File: config.mk
export PLATFORM = sky130hd
export DESIGN_NAME = uart_rx
export DESIGN_NICKNAME = d
export VERILOG_FILES = /design/src/rtl/uart_rx.sv
export SDC_FILE = /design/constraint.sdc
export NUM_CORES = 1
export LEC_CHECK = 0
export BUFFER_PORTS_ARGS = -buffer_cell sky130_fd_sc_hd__buf_2
export CAP_MARGIN = 20
export CORE_ASPECT_RATIO = 1.75
export CORE_MARGIN = 4
export CORE_UTILIZATION = 45
export DETAILED_ROUTE_END_ITERATION = 8
export SETUP_SLACK_MARGIN = 0.3
export SYNTH_ARGS = -nofsm -noshare
export SYNTH_HDL_FRONTEND = slang
export SYNTH_SLANG_ARGS = --single-unit
File: constraint.sdc
create_clock -name clk -period 2.6 [get_ports clk]
set_clock_uncertainty 0.1 [all_clocks]
set_input_delay 0.65 -clock clk [delete_from_list [all_inputs] [get_ports clk]]
set_output_delay 0.65 -clock clk [all_outputs]
set_load 0.01 [all_outputs]
File: src/rtl/uart_rx.sv
// uart_rx: 8N1 serial receiver with 16x oversampling for the rx232 line.
// Delivers each byte as a one-cycle rx_valid strobe; no backpressure.
// Optional: define UART_RX_PARITY_EN for 8E1 frames with a parity_err pulse.
// Handshake: rx_valid, frame_err and parity_err are single-cycle pulses with
// no ready; the consumer must capture rx_data in the cycle rx_valid is high.
module uart_rx #(
    parameter int CLK_HZ = 48000000,
    parameter int BAUD   = 115200,
    parameter int OS_DIV = CLK_HZ / (BAUD * 16)
) (
    input  logic       clk,
    input  logic       reset_n,
    input  logic       rx,
    output logic [7:0] rx_data,
    output logic       rx_valid,
    output logic       frame_err,
`ifdef UART_RX_PARITY_EN
    output logic       parity_err,
`endif
    output logic       break_det,
    output logic       busy
);

    localparam int OS_W = (OS_DIV > 1) ? $clog2(OS_DIV) : 1;

`ifdef UART_RX_PARITY_EN
    typedef enum logic [2:0] {IDLE, START, DATA, PARITY, STOP, WAIT_HIGH} state_t;
`else
    typedef enum logic [2:0] {IDLE, START, DATA, STOP, WAIT_HIGH} state_t;
`endif

    state_t          state;
    logic            rx_meta;
    logic            rxs;
    logic [1:0]      sync_ok;
    logic            armed;
    logic [OS_W-1:0] os_cnt;
    logic            tick;
    logic [3:0]      scnt;
    logic [2:0]      bit_idx;
    logic [7:0]      shift_reg;
    logic            start_evt;
`ifdef UART_RX_PARITY_EN
    logic            parity_bad;
`endif

    // Two-flop synchronizer; sync_ok marks when rxs reflects the line sampled
    // after reset rather than the preset value, so a line held low at reset
    // release cannot arm the start detector.
    always_ff @(posedge clk) begin
        if (!reset_n) begin
            rx_meta <= 1'b1;
            rxs     <= 1'b1;
            sync_ok <= 2'b00;
        end else begin
            rx_meta <= rx;
            rxs     <= rx_meta;
            sync_ok <= {sync_ok[0], 1'b1};
        end
    end

    assign start_evt = (state == IDLE) && armed && !rxs;
    assign tick      = (os_cnt == OS_W'(OS_DIV - 1));
    assign busy      = (state != IDLE);

    // Oversample tick divider, re-phased to the start edge so that tick 8 of
    // the start bit falls at its middle.
    always_ff @(posedge clk) begin
        if (!reset_n) begin
            os_cnt <= '0;
        end else if (start_evt || tick) begin
            os_cnt <= '0;
        end else begin
            os_cnt <= os_cnt + OS_W'(1);
        end
    end

    // Receive FSM: start validation, data shifting, stop check, break hold-off.
    always_ff @(posedge clk) begin
        if (!reset_n) begin
            state     <= IDLE;
            armed     <= 1'b0;
            scnt      <= 4'd0;
            bit_idx   <= 3'd0;
            shift_reg <= 8'h00;
            rx_data   <= 8'h00;
            rx_valid  <= 1'b0;
            frame_err <= 1'b0;
            break_det <= 1'b0;
`ifdef UART_RX_PARITY_EN
            parity_bad <= 1'b0;
            parity_err <= 1'b0;
`endif
        end else begin
            rx_valid  <= 1'b0;
            frame_err <= 1'b0;
`ifdef UART_RX_PARITY_EN
            parity_err <= 1'b0;
`endif
            case (state)
                IDLE: begin
                    if (rxs && sync_ok[1]) armed <= 1'b1;
                    if (start_evt) begin
                        state <= START;
                        scnt  <= 4'd0;
                    end
                end
                START: begin
                    if (tick) begin
                        if (scnt == 4'd7) begin
                            if (rxs) begin
                                state <= IDLE;
                            end else begin
                                state   <= DATA;
                                scnt    <= 4'd0;
                                bit_idx <= 3'd0;
                            end
                        end else begin
                            scnt <= scnt + 4'd1;
                        end
                    end
                end
                DATA: begin
                    if (tick) begin
                        if (scnt == 4'd15) begin
                            shift_reg <= {rxs, shift_reg[7:1]};
                            scnt      <= 4'd0;
                            if (bit_idx == 3'd7) begin
`ifdef UART_RX_PARITY_EN
                                state <= PARITY;
`else
                                state <= STOP;
`endif
                            end else begin
                                bit_idx <= bit_idx + 3'd1;
                            end
                        end else begin
                            scnt <= scnt + 4'd1;
                        end
                    end
                end
`ifdef UART_RX_PARITY_EN
                PARITY: begin
                    if (tick) begin
                        if (scnt == 4'd15) begin
                            parity_bad <= rxs ^ (^shift_reg);
                            scnt       <= 4'd0;
                            state      <= STOP;
                        end else begin
                            scnt <= scnt + 4'd1;
                        end
                    end
                end
`endif
                STOP: begin
                    if (tick) begin
                        if (scnt == 4'd15) begin
                            scnt <= 4'd0;
`ifdef UART_RX_PARITY_EN
                            parity_err <= parity_bad;
`endif
                            if (rxs) begin
                                rx_data  <= shift_reg;
                                rx_valid <= 1'b1;
                                state    <= IDLE;
                            end else begin
                                frame_err <= 1'b1;
                                if (shift_reg == 8'h00) break_det <= 1'b1;
                                state <= WAIT_HIGH;
                            end
                        end else begin
                            scnt <= scnt + 4'd1;
                        end
                    end
                end
                WAIT_HIGH: begin
                    if (rxs) begin
                        break_det <= 1'b0;
                        armed     <= 1'b1;
                        state     <= IDLE;
                    end
                end
                default: state <= IDLE;
            endcase
        end
    end

endmodule

==> results by group <==
Cells and area
  – Layout Utilization: 52.0%
  – # nets final: 202
  – Layout cells sized above 1: 17.4%
  – Most frequent cells in the layout: dfxtp_1 (38), nor2_1 (30), mux2i_1 (17)
  – Commonest non-fill, non-tap cell in the layout: dfxtp_1
  – Antenna fix cells: 0
  – Area Growth Syn to Fin: 12.2%
  – Layout Cells excl Fill: 243

Power
  – Leakage Power: approximately 0.00089 uW
  – Final Power: 1490 uW
  – PwrDens: 741 nW/um^2
  – VDD IR max: roughly 0.41 mV

Clock network
  – CTS sink count: 39
  – CTS tree: done
  – Root buffer selected by CTS: clkbuf_8
  – Worst-Skew Late Latency: between 0.2 and 0.3 ns
  – Clk slew on worst S/H paths: 0.08 ns
  – CTS buffer count: 5
  – Cts hold-fix bufs: 0
  – H-tree depth: 2
  – Clock buffer depth: 2

Synthesis
  – Yosys top cell by area: dfxtp_1
  – Seq cells post-synth: 39
  – Yosys cell types: 51
  – Post-synth top area share: 43.6%
  – Syn Nets: 189
  – Post-synth EDFFs: 0
  – Synthesized instance count: approximately 180
  – Top FF cell, synth: dfxtp_1
  – Largest cells by area after synthesis: dfxtp_1 (44%), mux2i_1 (9.5%), nor2_1 (6.3%)
  – Asr flop ratio synth: 0%
  – Avg Synthesized Cell Area: 9.90 sq um
  – Mapped Area: ~1800 sq um
  – Sequential share of the synthesized area: 43.6%
  – Synthesis Warnings: 0

Status
  – Status: complete, no violations

Floorplanning
  – Chip Width: 55.7 um
  – Placeable Area: 3870 sq um
  – Die Ht: around 90 um
  – Initial Utilization: 46.3%
  – Die Footprint: 5100 sq um
  – # IOs: 15
  – Row count: 30

Drt
  – ANT nets after route: 0
  – Post-Route WL: 3480 um
  – DRT iter0 DRCs: 56
  – TritonRoute pass-1 iters: 4
  – Vias/cell: 5.60
  – Top Layer Used: met4
  – Met3 Wirelength: 116 um
  – WL met1: 1310 um
  – DRC viols: 0
  – Met2 WL post-DR: between 1500 and 2000 um
  – DR WL/cell: 14.3 um
  – Number of vias in the routed layout: 1362

Place
  – Hpwl dp: 2640 um
  – Dpl cells: 234
  – Final RePlAce weighted congestion: between 0.8 and 0.9
  – Number of port buffers: 14
  – Dpl ws: 0.436 ns

Worst setup path
  – Crit. End Element: flip-flop
  – Crit start category: flip-flop
  – Worst EP required: between 2 and 3 ns
  – CP arrival: approximately 2.2 ns
  – Max FO, Critical Path: 17
  – Critical path class: reg -> reg

GRT
  – GRT overflow: 0
  – Vias in the first global route: roughly 1300
  – Largest net degree at the start of global routing: 20
  – Antenna violations before repair: 0
  – First-pass GRT wire length: around 6000 um
  – GRT Overall Usage: between 10% and 20%

Timing
  – Period utilization: 81.2%
  – Sum Neg Setup Slack: 0 ns
  – Period minus WS final: roughly 2.1 ns
  – Fmax achieved: between 0.4 and 0.5 GHz
  – Final hold violation count: 0
  – RSZ-0062 raised after global routing: false
  – Rel. slew slack: 60.7%
  – Final setup viols: 0
  – Max-slew violation count: 0
  – Worst slew pin tran: slightly below 0.6 ns
  – PnR worst setup slack: roughly 0.5 ns

Min path
  – Path type of the worst min-delay path: reg -> reg

Run
  – MaxCap Viol Count: 0
routing by layer:
layer  track usage, %  vias to the layer above
met5                0                        -
met4             8.72                        0
met3             3.13                        9
met2             27.4                       26
met1             15.0                      643
li1                 -                      684
metrics by stage:
stage | instance area [sq um] | hold WS, ns
after floorplan | 1790 | 0.286
after CTS | 2000 | 0.312
after detailed placement | 1870 | 0.294
after global placement | 1870 | 0.287
final | 2010 | 0.310
after global routing | 2010 | 0.335
critical path, stage by stage, from the launching register on:
cell	delay, ns
dfxtp_1	0.70
nor2_1	0.27
a211oi_2	0.33
or4b_1	0.48
a21oi_1	0.16
path summary, 6_finish.rpt:
check	start	to	slack, ns	depth (start not counted)
max	state[1]	scnt[0]	0.49	4
min	rx_meta	rxs	0.31	1
max reg2reg	state[1]	scnt[0]	0.49	4
min reg2reg	rx_meta	rxs	0.31	1
cells in the mapped netlist (2+ instances only):
cell,n
o31ai_1,2
mux2i_1,17
nand4bb_1,2
nand2_1,5
or3b_1,2
and2_1,4
nor2_1,30
a31oi_1,2
and4b_1,2
ha_1,5
nor4_1,4
clkbuf_1,3
inv_1,5
nand4b_1,2
o21ai_0,4
nand2b_1,3
o211ai_1,2
a211oi_2,2
nand3_1,3
xor2_1,2
buf_2,3
dfxtp_1,39
a21oi_1,6
xnor2_1,2
a211oi_1,2
buf_4,3
final cells by class:
class	instances	area, sq um
clock buffers	6	72.6
clock inverters	2	60.1
fillers	372	1860
inverters	6	22.5
multi-input cells	126	928
flip-flops and latches	39	782
well taps	48	60.1
repair buffers	16	85.1
timing repair:
item / in CTS / in global routing
setup buffers: 0 / 1
resized for setup: 0 / 1
setup endpoints to repair: 0 / 8
cell families after synthesis:
kind of cell,synth area share [%]
AO/OA/AOI/OAI,13.3
multiplexers,9.50
XOR/XNOR,1.96
flip-flops,43.6
AND/OR/NAND/NOR,23.6
adder cells (fa/ha/maj),3.49
buffers and inverters,4.61
report_power, final:
part           switching (uW)  internal [uW]  leakage (uW)
sequential               73.7            625      0.000317
combinational             115           92.0      0.000513
clock                     202            383     0.0000654
(Power assumes the default switching activity.)
